File: config.mk
export PLATFORM = sky130hd
export DESIGN_NAME = uart_program_sender
export DESIGN_NICKNAME = d
export VERILOG_FILES = /design/src/rtl/boot_pkg.sv /design/src/rtl/uart_word_serializer.sv /design/src/rtl/uart_program_sender.sv
export SDC_FILE = /design/constraint.sdc
export NUM_CORES = 1
export LEC_CHECK = 0
export CAP_MARGIN = 20
export CORE_ASPECT_RATIO = 1.75
export CORE_MARGIN = 2
export CORE_UTILIZATION = 53
export CTS_CLUSTER_DIAMETER = 150
export DETAILED_ROUTE_END_ITERATION = 10
export GPL_TIMING_DRIVEN = 1
export PLACE_DENSITY = 0.81
export SYNTH_ARGS = -nofsm -noshare
export SYNTH_HDL_FRONTEND = slang
export SYNTH_SLANG_ARGS = --single-unit
File: constraint.sdc
create_clock -name clock -period 3.6 [get_ports clock]
set_input_delay 0.72 -clock clock [delete_from_list [all_inputs] [get_ports clock]]
set_output_delay 0.72 -clock clock [all_outputs]
set_load 0.05 [all_outputs]
File: src/rtl/boot_pkg.sv
// Shared definitions for the 0x99/0xaa boot protocol.
// Both the host-side sender and the loader-side bench import this package.
package boot_pkg;

    localparam logic [7:0] BOOT_REQ = 8'h99;
    localparam logic [7:0] BOOT_ACK = 8'haa;

    typedef enum logic [2:0] {
        IDLE,
        WAIT_99,
        SEND_SIZE,
        SEND_PROG,
        WAIT_AA,
        SEND_DATA
    } boot_state_t;

    typedef enum logic [1:0] {
        PH_FETCH,
        PH_WAIT,
        PH_LOAD,
        PH_SEND
    } word_phase_t;

endpackage

File: src/rtl/uart_word_serializer.sv
// Sends one 32-bit word as 4 UART bytes, most significant byte first.
// A byte is issued only when the sender is idle and no strobe went out in the last 2 cycles.
module uart_word_serializer (
    input  logic        clock,
    input  logic        reset,
    input  logic        load,
    input  logic [31:0] word,
    input  logic        tx_busy,
    output logic        tx_start,
    output logic [7:0]  sdata,
    output logic        word_done
);

    logic [31:0] shreg;
    logic [2:0]  left;
    logic        start_d1;

    always_ff @(posedge clock) begin
        if (reset) begin
            shreg     <= '0;
            left      <= '0;
            start_d1  <= 1'b0;
            tx_start  <= 1'b0;
            sdata     <= 8'h00;
            word_done <= 1'b0;
        end else begin
            tx_start  <= 1'b0;
            word_done <= 1'b0;
            start_d1  <= tx_start;
            if (load) begin
                shreg <= word;
                left  <= 3'd4;
            end else if (left != 3'd0 && !tx_busy && !tx_start && !start_d1) begin
                // tx_start and start_d1 cover senders that raise busy a cycle late
                tx_start  <= 1'b1;
                sdata     <= shreg[31:24];
                shreg     <= {shreg[23:0], 8'h00};
                left      <= left - 3'd1;
                word_done <= (left == 3'd1);
            end
        end
    end

endmodule

File: src/rtl/uart_program_sender.sv
// Host-side boot protocol driver: answers 0x99 with size + program image,
// then answers 0xaa with the data image, all over an external UART.
module uart_program_sender
    import boot_pkg::*;
#(
    parameter int ADDR_W = 16
) (
    input  logic              clock,
    input  logic              reset,
    input  logic              start,
    input  logic [ADDR_W-1:0] prog_words,
    input  logic [ADDR_W-1:0] data_words,
    input  logic              rx_ready,
    input  logic [7:0]        rdata,
    input  logic              tx_busy,
    output logic              tx_start,
    output logic [7:0]        sdata,
    output logic              rd_en,
    output logic              rd_sel,
    output logic [ADDR_W-1:0] rd_addr,
    input  logic [31:0]       rd_data,
    output logic              busy,
    output logic              done,
    output logic              proto_err
);

    localparam int PAD = 30 - ADDR_W;

    boot_state_t       state;
    word_phase_t       phase;
    logic [ADDR_W-1:0] prog_q;
    logic [ADDR_W-1:0] data_q;
    logic [ADDR_W:0]   wcnt;
    logic [ADDR_W:0]   wcnt_nxt;
    logic [ADDR_W-1:0] words_sel;
    logic              last_word;
    logic [31:0]       size_word;
    logic              ser_load;
    logic [31:0]       ser_word;
    logic              word_done;

    assign size_word = {{PAD{1'b0}}, prog_q, 2'b00};
    assign wcnt_nxt  = wcnt + 1'b1;
    assign words_sel = (state == SEND_DATA) ? data_q : prog_q;
    assign last_word = (wcnt_nxt == {1'b0, words_sel});

    always_comb begin
        ser_load = 1'b0;
        ser_word = rd_data;
        if (phase == PH_LOAD &&
            (state == SEND_SIZE || state == SEND_PROG || state == SEND_DATA))
            ser_load = 1'b1;
        if (state == SEND_SIZE)
            ser_word = size_word;
    end

    uart_word_serializer u_ser (
        .clock     (clock),
        .reset     (reset),
        .load      (ser_load),
        .word      (ser_word),
        .tx_busy   (tx_busy),
        .tx_start  (tx_start),
        .sdata     (sdata),
        .word_done (word_done)
    );

    always_ff @(posedge clock) begin
        if (reset) begin
            state     <= IDLE;
            phase     <= PH_FETCH;
            prog_q    <= '0;
            data_q    <= '0;
            wcnt      <= '0;
            rd_en     <= 1'b0;
            rd_sel    <= 1'b0;
            rd_addr   <= '0;
            busy      <= 1'b0;
            done      <= 1'b0;
            proto_err <= 1'b0;
        end else begin
            done  <= 1'b0;
            rd_en <= 1'b0;
            unique case (state)
                IDLE: begin
                    if (start) begin
                        prog_q    <= prog_words;
                        data_q    <= data_words;
                        proto_err <= 1'b0;
                        busy      <= 1'b1;
                        rd_sel    <= 1'b0;
                        state     <= WAIT_99;
                    end
                end
                WAIT_99: begin
                    if (rx_ready) begin
                        if (rdata == BOOT_REQ) begin
                            state <= SEND_SIZE;
                            phase <= PH_LOAD;
                        end else begin
                            proto_err <= 1'b1;
                        end
                    end
                end
                SEND_SIZE: begin
                    if (phase == PH_LOAD) begin
                        phase <= PH_SEND;
                    end else if (word_done) begin
                        wcnt  <= '0;
                        phase <= PH_FETCH;
                        state <= (prog_q == '0) ? WAIT_AA : SEND_PROG;
                    end
                end
                SEND_PROG, SEND_DATA: begin
                    unique case (phase)
                        PH_FETCH: begin
                            rd_en   <= 1'b1;
                            rd_addr <= wcnt[ADDR_W-1:0];
                            phase   <= PH_WAIT;
                        end
                        PH_WAIT: phase <= PH_LOAD;
                        PH_LOAD: phase <= PH_SEND;
                        PH_SEND: begin
                            if (word_done) begin
                                wcnt  <= wcnt_nxt;
                                phase <= PH_FETCH;
                                if (last_word) begin
                                    if (state == SEND_PROG) begin
                                        state <= WAIT_AA;
                                    end else begin
                                        done  <= 1'b1;
                                        busy  <= 1'b0;
                                        state <= IDLE;
                                    end
                                end
                            end
                        end
                        default: phase <= PH_FETCH;
                    endcase
                end
                WAIT_AA: begin
                    if (rx_ready) begin
                        if (rdata == BOOT_ACK) begin
                            if (data_q == '0) begin
                                done  <= 1'b1;
                                busy  <= 1'b0;
                                state <= IDLE;
                            end else begin
                                wcnt   <= '0;
                                phase  <= PH_FETCH;
                                rd_sel <= 1'b1;
                                state  <= SEND_DATA;
                            end
                        end else begin
                            proto_err <= 1'b1;
                        end
                    end
                end
                default: state <= IDLE;
            endcase
        end
    end

endmodule

==> flow_summary.yaml <==
clock_tree:
  cts_sinks: 121
  cts_hold_buf: 0
  cts_buffers: 17
  root_buffer: "clkbuf_16"
  tritoncts: "yes"
  cts_max_path_buffers: 2
  cts_setup_buffers: 0
  clkSlewWorstSetupHoldPaths_ns: 0.06
  cts_resized: 0
  htreeDepth: 4
  clock_latency_ns: 0.41
floorplanning:
  initial_core_util_pct: 53.89
  std_cell_rows: 51
  core_area_um2: 10980
  fp.dieW_um: 83.86
  dieHeight_um: 143.7
  io-pin-count: 107
  dieArea_um2: 12050
finish:
  nNetsFinal: 957
  layout_commonest_cell: "nand2_1"
  area_delta_synth_final_pct: 29.74
  mostFrequentLayoutCells: "nand2_1 (209), dfxtp_1 (121), clkdlybuf4s50_1 (105), a21oi_1 (103), nor2_1 (54)"
  final_layout_size_suffix_gt1_share_pct: 6.637
  diodes: 0
worst_setup_path:
  worst_path_max_delay_cell: "clkdlybuf4s50_1"
  cp_slowest_stage_delay_ns: 0.46
  r2r_end: "busy$_SDFFE_PP0P_"
  startpoint: "rdata[7]"
  r2r-start: "state[2]$_SDFFE_PP0P_"
  crit_end: "wcnt[10]$_SDFFE_PP0P_"
  path_cells: "clkdlybuf4s50_1, nor4bb_1, and3_1, a21oi_1, nor2_1, o21ai_0, buf_4, nor2_1, nand3b_1, a21oi_1"
  cp-start-kind: "primary input"
  r2r_slack_ns: 0.50
  path_max_fanout: 15
  reg2reg_depth: 9
  end_kind: "flip-flop"
  cp.arrival_ns: 3.44
  criticalPathCategory: "in -> reg"
  critPathRequiredTime_ns: 3.93
drt:
  drt_wl_total_um: 17410
  vias: 6032
  via_per_inst: 5.908
  remaining_drc_errors: 0
  postRouteAntennaNets: 0
  drtIter0Drc: 385
  wl_per_cell_um: 17.05
  dr.pass1.iters: 5
power:
  p_per_area_nw_per_um2: 621.4
  total_power_uw: 4769
  p_leak_uw: 0.002773
  irDropWorstVdd_v: 0.0004347
place:
  port_buffers: 106
  place.gp.congestion: 0.8898
  dpl.hpwl_um: 12370
timing:
  worst_pin_slew_ns: 0.9228
  slew_headroom_pct: 38.48
  hold_viol_final: 0
  period_share_pct: 86.38
  min_period_ns: 3.110
  slew_violations: 0
  setup_viol: 0
  timing.fmax_mhz: 321.6
  rsz0062_at_grt: "false"
  setup_tns_ns: 0
  fin_worst_skew_ns: 0.008566
synth:
  synth_seq_area_share_pct: 40.96
  syn_area_per_cell_um2: 7.468
  synthFlopType: "dfxtp_1"
  synth_edf_count: 0
  synthCells: 792
  syn_area_um2: 5914
  synthesis.nets: 873
  ys_ff_latch: 121
  ys_types: 51
  yosysWarnings: 0
  synth-async-reset-ratio_pct: 0
worst_hold_path:
  hp-class: "reg -> reg"
global_routing:
  grt_antenna_before_repair: 0
  grt.overflow.total: 0
  grt_pass1_wl_um: 27680
  grt_util_all_layers_pct: 28.77
  grt_pass1_vias: 5906
  grt_max_degree: 90
flow_run:
  max_cap_violations: 0
run_status:
  status: "completed"
-- state kept, by name (all words and copies together), names as in the netlist, 2 cells and up --
signal       cells
u_ser.shreg     32
wcnt            17
data_q          16
prog_q          16
rd_addr         16
u_ser.sdata      8
state            3
u_ser.left       3
phase            2
-- area by class of cell --
type | count | area [µm²]
sequential | 121 | 2422
inverter | 7 | 26.28
multi-input combinational | 605 | 3239
timing repair buffer | 124 | 1206
clock buffer | 21 | 470.5
clock inverter | 11 | 143.9
fill | 914 | 3302
tap | 132 | 165.2
-- synthesized netlist by cell type (all sizes together), types with 5 or more instances --
library cell | n | share of area (%)
or3 | 9 | 0.95
xor2 | 9 | 1.3
nand2b | 7 | 0.74
nor2 | 54 | 3.4
nor4 | 9 | 0.95
nand2 | 209 | 13
mux2i | 20 | 3.6
nand4 | 5 | 0.53
and2 | 5 | 0.53
inv | 7 | 0.44
o21ai | 24 | 2.0
nand3 | 19 | 1.6
clkbuf | 55 | 3.5
and3 | 17 | 1.8
a311oi | 10 | 1.5
nor3 | 14 | 1.2
a31oi | 24 | 2.5
nand3b | 6 | 0.83
a21oi | 103 | 8.7
dfxtp | 121 | 41
xnor2 | 16 | 2.4
-- cell families after synthesis --
logic type      Yosys count  synth area share, %
flops                   121                40.96
buf+inv                  66                4.464
xor+xnor                 26                4.083
fa+ha+maj                 4               0.8462
simple gates            372                28.24
compound gates          183                17.81
mux                      20                3.596
-- worst min-delay path by stage --
| stage | startpoint | end | depth (start not counted) |
|---|---|---|---|
| finish | u_ser.shreg[25]$_SDFFE_PP0P_ | u_ser.sdata[1]$_SDFFE_PP0P_ | 2 |
| floorplan | u_ser.shreg[24]$_SDFFE_PP0P_ | u_ser.sdata[0]$_SDFFE_PP0P_ | 2 |
| global placement | u_ser.shreg[26]$_SDFFE_PP0P_ | u_ser.sdata[2]$_SDFFE_PP0P_ | 2 |
| CTS | u_ser.shreg[25]$_SDFFE_PP0P_ | u_ser.sdata[1]$_SDFFE_PP0P_ | 2 |
| detailed placement | rd_addr[13]$_SDFFE_PP0P_ | rd_addr[13]$_SDFFE_PP0P_ | 2 |
| global route | u_ser.shreg[26]$_SDFFE_PP0P_ | u_ser.sdata[2]$_SDFFE_PP0P_ | 2 |
-- where the power goes --
group          internal, µW  switching [µW]  leakage, µW  total (µW)
Clock                  1140             599     0.000291        1740
Combinational           515             837      0.00150        1350
Sequential             1500             180     0.000981        1680
Total                  3150            1620      0.00277        4770
-- per-layer routing --
metal  global-route usage [%]  vias up  share of wire, %
met4                    16.72        0               4.5
met2                    53.73      230                54
met1                    29.30     2835                37
met3                    5.859       51               5.0
li1                         -     2916                 -
met5                        0        -                 0
-- stage by stage --
stage	hold WS (ns)	util [%]	cell area, µm²	setup slack, ns	instances
2_1_floorplan	0.4322	-	5914	0.9624	792
3_3_place_gp	0.4340	64.32	7059	0.3658	989
3_5_place_dp	0.4485	64.32	7059	0.2271	989
4_1_cts	0.4567	69.92	7674	0.5201	1021
5_1_grt	0.4755	69.92	7674	0.2443	1021
6_report	0.4549	69.92	7674	0.4905	1021
-- critical path: cells and delay by family --
kind / cells / cell delay, ns
buffers and inverters: 2 / 0.70
AO/OA/AOI/OAI: 3 / 0.49
AND/OR/NAND/NOR: 5 / 1.54
No activity file was read; power rests on OpenSTA's default activity.
